## config.mk

```make
export PLATFORM = sky130hd
export DESIGN_NAME = keccak_rhopi_pipe
export DESIGN_NICKNAME = d
export VERILOG_FILES = /design/src/rtl/keccak_rhopi_pipe.sv
export SDC_FILE = /design/constraint.sdc
export NUM_CORES = 2
export LEC_CHECK = 0
export BUFFER_PORTS_ARGS = -buffer_cell sky130_fd_sc_hd__clkbuf_2
export CORE_AREA = 3 3 622 624
export CTS_BUF_LIST = sky130_fd_sc_hd__clkbuf_16
export CTS_CLUSTER_SIZE = 12
export DETAILED_ROUTE_END_ITERATION = 10
export DIE_AREA = 0 0 625 627
export HOLD_SLACK_MARGIN = 0.08
export PLACE_DENSITY = 0.44
export SLEW_MARGIN = 5
export SYNTH_ARGS = -nofsm -noshare
export SYNTH_HDL_FRONTEND = slang
export SYNTH_SLANG_ARGS = --single-unit
```

## constraint.sdc

```tcl
create_clock -name ClkxCI -period 58.1 [get_ports ClkxCI]
set_clock_uncertainty 0.2 [all_clocks]
set_input_delay 11.62 -clock ClkxCI [delete_from_list [all_inputs] [get_ports ClkxCI]]
set_output_delay 11.62 -clock ClkxCI [all_outputs]
set_load 0.02 [all_outputs]
```

## src/rtl/keccak_rhopi_pipe.sv

```systemverilog
// -----------------------------------------------------------------------------
// keccak_rhopi_pipe
//
// Registered, handshaked rho-then-pi stage for a masked Keccak-f state. It
// sits between theta and the DOM chi stage. Every share is permuted
// independently with the same wiring, because the step is linear. A
// 2-entry output FIFO gives back-pressure without a combinational path
// from OutReadyxSI to InReadyxSO.
//
// Parameters
//   W       lane width, a power of two in 1..64
//   SHARES  number of Boolean shares (>= 1)
//
// Ports
//   ClkxCI       in   clock, rising edge
//   RstxRBI      in   asynchronous active-low reset
//   FlushxSI     in   synchronous clear of the buffer; overrides push/pop
//   InValidxSI   in   input state valid
//   InReadyxSO   out  buffer can accept (count != 2), from registers only
//   ModexSI      in   0 = forward rho then pi, 1 = inverse pi^-1 then rho^-1
//   StatexDI     in   share s at bits [s*25*W +: 25*W], lane (x,y) at (5x+y)*W
//   OutValidxSO  out  head entry valid (count != 0)
//   OutReadyxSI  in   downstream accepts the head entry
//   ModexSO      out  mode of the head entry, 0 when empty
//   StatexDO     out  permuted head entry, 0 when empty
//
// Handshake: a transfer happens on a rising edge where valid and ready are
// both high on that side. Valid does not wait for ready. Push is
// InValidxSI & InReadyxSO. Pop is OutValidxSO & OutReadyxSI.
// -----------------------------------------------------------------------------
module keccak_rhopi_pipe #(
    parameter int W      = 16,
    parameter int SHARES = 2
) (
    input  logic                   ClkxCI,
    input  logic                   RstxRBI,
    input  logic                   FlushxSI,
    input  logic                   InValidxSI,
    output logic                   InReadyxSO,
    input  logic                   ModexSI,
    input  logic [SHARES*25*W-1:0] StatexDI,
    output logic                   OutValidxSO,
    input  logic                   OutReadyxSI,
    output logic                   ModexSO,
    output logic [SHARES*25*W-1:0] StatexDO
);

    localparam int SW = SHARES * 25 * W;

    // Keccak rho offsets, indexed by 5x+y.
    function automatic int rho_off(input int idx);
        case (idx)
            0:  rho_off = 0;
            1:  rho_off = 36;
            2:  rho_off = 3;
            3:  rho_off = 41;
            4:  rho_off = 18;
            5:  rho_off = 1;
            6:  rho_off = 44;
            7:  rho_off = 10;
            8:  rho_off = 45;
            9:  rho_off = 2;
            10: rho_off = 62;
            11: rho_off = 6;
            12: rho_off = 43;
            13: rho_off = 15;
            14: rho_off = 61;
            15: rho_off = 28;
            16: rho_off = 55;
            17: rho_off = 25;
            18: rho_off = 21;
            19: rho_off = 56;
            20: rho_off = 27;
            21: rho_off = 20;
            22: rho_off = 39;
            23: rho_off = 8;
            24: rho_off = 14;
            default: rho_off = 0;
        endcase
    endfunction

    logic [SW-1:0] w_fwd;
    logic [SW-1:0] w_inv;
    logic [SW-1:0] w_perm;

    // Pure wiring. Source lane (x,y) maps to destination lane (y, 2x+3y mod 5).
    // A lane is doubled so that a constant rotation becomes a plain slice:
    // slice [W-r +: W] rotates left by r, and slice [r +: W] rotates right by r.
    for (genvar s = 0; s < SHARES; s++) begin : g_share
        for (genvar x = 0; x < 5; x++) begin : g_x
            for (genvar y = 0; y < 5; y++) begin : g_y
                localparam int IDX = 5 * x + y;
                localparam int DST = 5 * y + ((2 * x + 3 * y) % 5);
                localparam int ROT = rho_off(IDX) % W;
                localparam int BS  = s * 25 * W;

                logic [2*W-1:0] w_fwd_dbl;
                logic [2*W-1:0] w_inv_dbl;

                assign w_fwd_dbl = {2{StatexDI[BS + IDX*W +: W]}};
                assign w_fwd[BS + DST*W +: W] = w_fwd_dbl[W-ROT +: W];

                assign w_inv_dbl = {2{StatexDI[BS + DST*W +: W]}};
                assign w_inv[BS + IDX*W +: W] = w_inv_dbl[ROT +: W];
            end
        end
    end

    assign w_perm = ModexSI ? w_inv : w_fwd;

    // Output FIFO
    logic [SW-1:0] r_mem [2];
    logic [1:0]    r_mode;
    logic          r_wptr;
    logic          r_rptr;
    logic [1:0]    r_count;
    logic          w_push;
    logic          w_pop;

    assign InReadyxSO  = (r_count != 2'd2);
    assign OutValidxSO = (r_count != 2'd0);
    assign w_push      = InValidxSI & InReadyxSO;
    assign w_pop       = OutValidxSO & OutReadyxSI;

    always_ff @(posedge ClkxCI or negedge RstxRBI) begin
        if (!RstxRBI) begin
            r_count <= 2'd0;
            r_wptr  <= 1'b0;
            r_rptr  <= 1'b0;
        end else if (FlushxSI) begin
            r_count <= 2'd0;
            r_wptr  <= 1'b0;
            r_rptr  <= 1'b0;
        end else begin
            if (w_push) begin
                r_wptr <= ~r_wptr;
            end
            if (w_pop) begin
                r_rptr <= ~r_rptr;
            end
            case ({w_push, w_pop})
                2'b10:   r_count <= r_count + 2'd1;
                2'b01:   r_count <= r_count - 2'd1;
                default: r_count <= r_count;
            endcase
        end
    end

    // Entry storage is never read unless the count says it is valid, so it
    // is left out of reset.
    always_ff @(posedge ClkxCI) begin
        if (w_push && !FlushxSI) begin
            r_mem[r_wptr]  <= w_perm;
            r_mode[r_wptr] <= ModexSI;
        end
    end

    // The head is gated by the count, so an asynchronous reset zeroes the
    // outputs at once.
    assign StatexDO = OutValidxSO ? r_mem[r_rptr] : '0;
    assign ModexSO  = OutValidxSO ? r_mode[r_rptr] : 1'b0;

endmodule
```

======== Word level (Yosys, flattened, before mapping) ========
Memory sizes are Yosys's and may differ from the RTL's.
Cells that the tools add are included.
W data, S select, Z words.
storage, ports and cells
  register bits ........................... 6
  bits in writable memories ............... 1,600
  input port bits ......................... 806
  output and inout bits ................... 803
  logic and storage cells ................. 40
  memories kept ........................... 1
memories
  name   depth  bits a word  rd ports  clocked after Yosys merged registers in  wr ports  line  RTL
  r_mem  2      800          1         0                                        1         112   logic [SW-1:0] r_mem [2];
cells by class
  add/sub/neg operators ................... 2
  order comparisons ....................... 3
  equal/unequal tests ..................... 3
  multiplexer cells ....................... 16
  bitwise operators ....................... 4
  reductions and logical operators ........ 7
operators with widths
  kind                   count
  $mux W800              2
  $mux W1                10
  $reduce_bool A2 Y1     3
  $lt A1 B2 Y1 const B   2
  $pmux W2 S2            1
  $reduce_bool A3 Y1     1
  $add A2 B1 Y2 const B  1
  $and A1 B1 Y1          2
  $bwmux W2              1
  $eq A2 B1 Y1 const B   1
  $eq A2 B2 Y1 const B   1
  $logic_and A1 B1 Y1    2
  $mux W2                1
  $ne A2 B2 Y1 const B   1
  $not A1 Y1             2
  $sub A2 B1 Y2 const B  1
  $demux W1 S1           1
  $ge A1 B1 Y1 const B   1
  $logic_not A1 Y1       1

======== Longest topological paths before layout ========
  word-level depth ........................ 5
  mapped depth ............................ 5
  depth with buffers taken out ............ 4

======== Least setup slack after synthesis ========
Ideal clock, no wire load.
  path kind ............................... input to register
  start point ............................. in InValidxSI
  end point ............................... mem r_mem[1][0] (netlist bit) (enable)
  library setup time ...................... 3,108 ps
  arrival ................................. 69,094 ps
  slack ................................... -14,303 ps
  cell stages on the path ................. 2
  path through ............................ nand2_1 nor3b_1
on the way
  longest elaborated chain between the ends .. 4
ends and longest elaborated chain
  item                           line  RTL
  start: declaration             38    input logic InValidxSI,
  $and A1 B1 Y1                  122   assign w_push = InValidxSI & InReadyxSO;
  $logic_and A1 B1 Y1            152   if (w_push && !FlushxSI) begin
  $mux W1                        152
  $mux W1 (implied by the code)  153   r_mem[r_wptr] <= w_perm;
  end: declaration               112
Every way passes these cells.

======== Worst setup path in the final report ========
  start point ............................. reg r_rptr
  end point ............................... out StatexDO[645]
on the way
  longest elaborated chain between the ends .. 2
ends and longest elaborated chain
  item                      line  RTL
  start: declaration        115   logic r_rptr;
  start signal: assignment  139   r_rptr <= ~r_rptr;
  $mem_v2 Z2 W800           n/a
  $mux W800                 160   assign StatexDO = OutValidxSO ? r_mem[r_rptr] : '0;
  end: declaration          45    output logic [SHARES*25*W-1:0] StatexDO
Every way passes these cells.

==> results.txt <==
The flow ran to the end, and the final reports show no timing, DRC or antenna violations. Setup repair after global routing left no endpoint under its margin. Worst flop-to-flop path endpoint: r_mem[1][535]$_DFFE_PP_. The logs give 382,000 µm² for the core footprint and 0 for the overflow left after global routing. Counting instances, the worst hold path has a depth of 2.

The logs give 0 for the number of hold-slack violations in the final timing report and 227 for the standard-cell row count. The cell area after synthesis is 70,800 µm², and the largest incremental delay on the critical path is 0.99 ns. The total wirelength of the detailed-routed design was 352 mm; the remaining antenna violation count after routing was 0. STA classifies the critical path endpoint as an output pin.

Final worst slack: 40.30 ns. The detailed-route vias per instance works out to 4.06. The final-layout fill cell count was 40,303; the combined global-route utilization of all metal layers was 0.171. The cell repeated most along the worst path is buf_4.

In the layout the commonest cells are clkbuf_2 (1,607), edfxtp_1 (1,602), mux2i_1 (802), nor2_1 (802), mux2_2 (768). In the final routed layout, each cell accounts on average for 31.7 µm. The horizontal die dimension is 625 µm, and the count of clock tree sinks is 1,606. The sequential area share after synthesis is 0.681, and the post-route setup TNS is 0 ns. The later pin in the worst-skew pair is clocked with a latency of 0.84 ns.

Along the worst path, the maximum fanout reaches 53. On the critical path, the stage with the largest delay is an instance of dfrtp_4. At the end of the flow, the number of nets in the layout was 6,682. Entering global routing, the biggest net connects 178 pins. The clock period could shrink to 17.80 ns.

The worst slack at placement is 41.02 ns, and the area added between synthesis and finish is 26.0%. The first routing iteration left 3,656 violations. The depth of the worst register-to-register path is 9. Clock tree root buffer cell: clkbuf_16. Setup violations remaining at the end of the flow were counted as 0.

The tools report the number of antenna violations at the first check in global routing as 151. In this run, synthesis inferred 1,602 flip-flops with an integrated enable. TritonCTS built the clock tree. The logs give 52.21 ns for the worst reg-to-reg setup slack and 5,069 for the post-synthesis net count. The run gives 195 as the TritonCTS buffer count. The final-report max-slew violation count was 0. The worst hold path belongs to the class register to register. In the routed design, unresolved DRC markers number 0.

The number of global-route vias before repair is 46,131. The share of layout cells above drive strength 1 is 0.451, and the boundary pin count is 1,609. Across the VDD grid, the largest voltage drop is 0.0000217 V. The starting utilization of the core area came out at 0.185.

The endpoint of the worst hold path was r_wptr$_DFFE_PN0P_. In the synthesized netlist the dominant register cell turns out to be edfxtp_1. The mean area per synthesized cell is 16.6 µm². The type of element launching the critical path is a register. Kind of critical path: register to output pin. Before antenna repair, the detailed router went through 7 iterations. The die covers 392,000 µm². The tools report the worst endpoint required time as 46.28 ns. The source of the worst register-to-register timing path is r_count[1]$_DFFE_PN0P_. The final critical-path share of the clock period is 0.306, and the share of async-settable or async-resettable flops after synthesis is 0.00249.

The register bit total from synthesis was 1,606; the clock transition time at the flip-flop clock pins of the worst setup and hold paths was 0.06 ns. The startpoint identified for the worst hold timing path is r_wptr$_DFFE_PN0P_. The number of gates given a new drive strength after cts is 0, and the number of port buffers is 1,608.

The logs give 31.9 nW for the total leakage power and 281 mm for the final HPWL from detailed placement. The tool flagged a number of max-cap violations equal to 0. Derived from the worst setup path, the maximum achievable clock frequency is 0.0562 GHz.

The logs give 0.935 for the last weighted congestion value of the routability-driven placer and 0 for the post-CTS setup buffer count. Leaving out fill and tap cells, the most frequent cell in the layout is clkbuf_2. At the pin with the least slew margin, the transition time is 1.26 ns. The depth of the CTS H-tree is 4.

The logs give 4,263 for the synthesized netlist cell count and 0 for the total of warnings raised by yosys. The first global-routing pass estimated 447 mm of wire. The die is 627 µm tall. The tools report the count of unique library cells instantiated by Yosys as 22. The arrival time at the worst endpoint is 5.98 ns, and the remaining max-slew budget at the tightest pin is 0.157. The signal on the critical path passes through buf_4, buf_4, buf_4, buf_4, buf_4, mux2i_1, nor2_1, clkbuf_2.

Power spread over the standard cell area amounts to 33.7 nW/µm². The number of buffers added to fix hold violations after cts is 0, and the maximum number of buffers from clock root to sink is 4. Via count: 45,127.
[critical path, delay by kind of cell (launching register included)]
kind,cells,cell delay (ns)
mux,1,0.33
buf+inv,6,3.52
flops,1,0.99
simple gates,1,0.07
[how the worst max path moves through the flow]
stage                                  start                       to  slack (ns)  depth (start not counted)
after floorplan                   InValidxSI    r_mem[1][0]$_DFFE_PP_       14.10                          2
after global placement               ModexSI  r_mem[0][565]$_DFFE_PP_       41.04                          7
after detailed placement             ModexSI   r_mem[0][58]$_DFFE_PP_       41.02                          7
after CTS                 r_rptr$_DFFE_PN0P_            StatexDO[762]       40.11                          8
after global routing      r_rptr$_DFFE_PN0P_            StatexDO[645]       39.97                          8
final                     r_rptr$_DFFE_PN0P_            StatexDO[645]       40.30                          8
[cells in the mapped netlist (2+ instances only)]
cell / count / area share
nor2_1: 802 / 0.042
dfrtp_1: 4 / 0.0014
buf_4: 2 / 0.00021
a21oi_1: 4 / 0.00028
buf_2: 24 / 0.0017
edfxtp_1: 1602 / 0.68
buf_6: 238 / 0.038
mux2_2: 768 / 0.12
nor3b_1: 2 / 0.00021
mux2i_1: 802 / 0.11
inv_1: 3 / 0.00016
o21ai_0: 2 / 0.00014
[kinds of logic after synthesis]
group | share of synthesized area
multiplexers | 0.235
buffers and inverters | 0.0399
AND/OR/NAND/NOR | 0.0434
flip-flops | 0.681
AO/OA/AOI/OAI | 0.000636
XOR/XNOR | 0.000124
[routing by layer]
metal  routed length [µm]  GRT usage
met5                  131          0
met3                24300     0.0389
met4                11600     0.0558
met2               169000      0.283
met1               147000      0.219
[registers in the layout, indices dropped and copies added (netlist names)]
signal / count
r_mem: 1600
r_count: 2
r_mode: 2
r_rptr: 1
r_wptr: 1
[per-stage QoR]
| stage | utilization | cell area [µm²] | power, mW | std cells | hold slack [ns] |
|---|---|---|---|---|---|
| after floorplan | - | 70800 | 1.68 | 4263 | 0.342 |
| after global placement | 0.217 | 83000 | 1.84 | 10717 | 0.402 |
| after detailed placement | 0.217 | 83000 | 1.85 | 10717 | 0.423 |
| after CTS | 0.233 | 89200 | 3.05 | 11060 | 0.433 |
| after global routing | 0.233 | 89200 | 3.11 | 11078 | 0.497 |
| final | 0.234 | 89300 | 3.00 | 11108 | 0.438 |
[power breakdown]
group	switching (mW)	leakage [nW]	internal, mW
registers	0.0122	14.8	1.34
logic	0.328	14.0	0.140
clock network	0.514	3.14	0.675
total	0.853	31.9	2.15
[cell type report]
class | instances | area [µm²] | share of cell area
sequential | 1606 | 48200 | 0.540
tap | 5038 | 6300 | 0.0706
inverter | 3 | 11.3 | 0.000126
antenna | 48 | 120 | 0.00135
clock buffer | 198 | 4950 | 0.0555
multi-input combinational | 2390 | 19800 | 0.222
clock inverter | 145 | 1170 | 0.0132
timing repair buffer | 1680 | 8670 | 0.0972
Power figures use the tool's default switching activity.
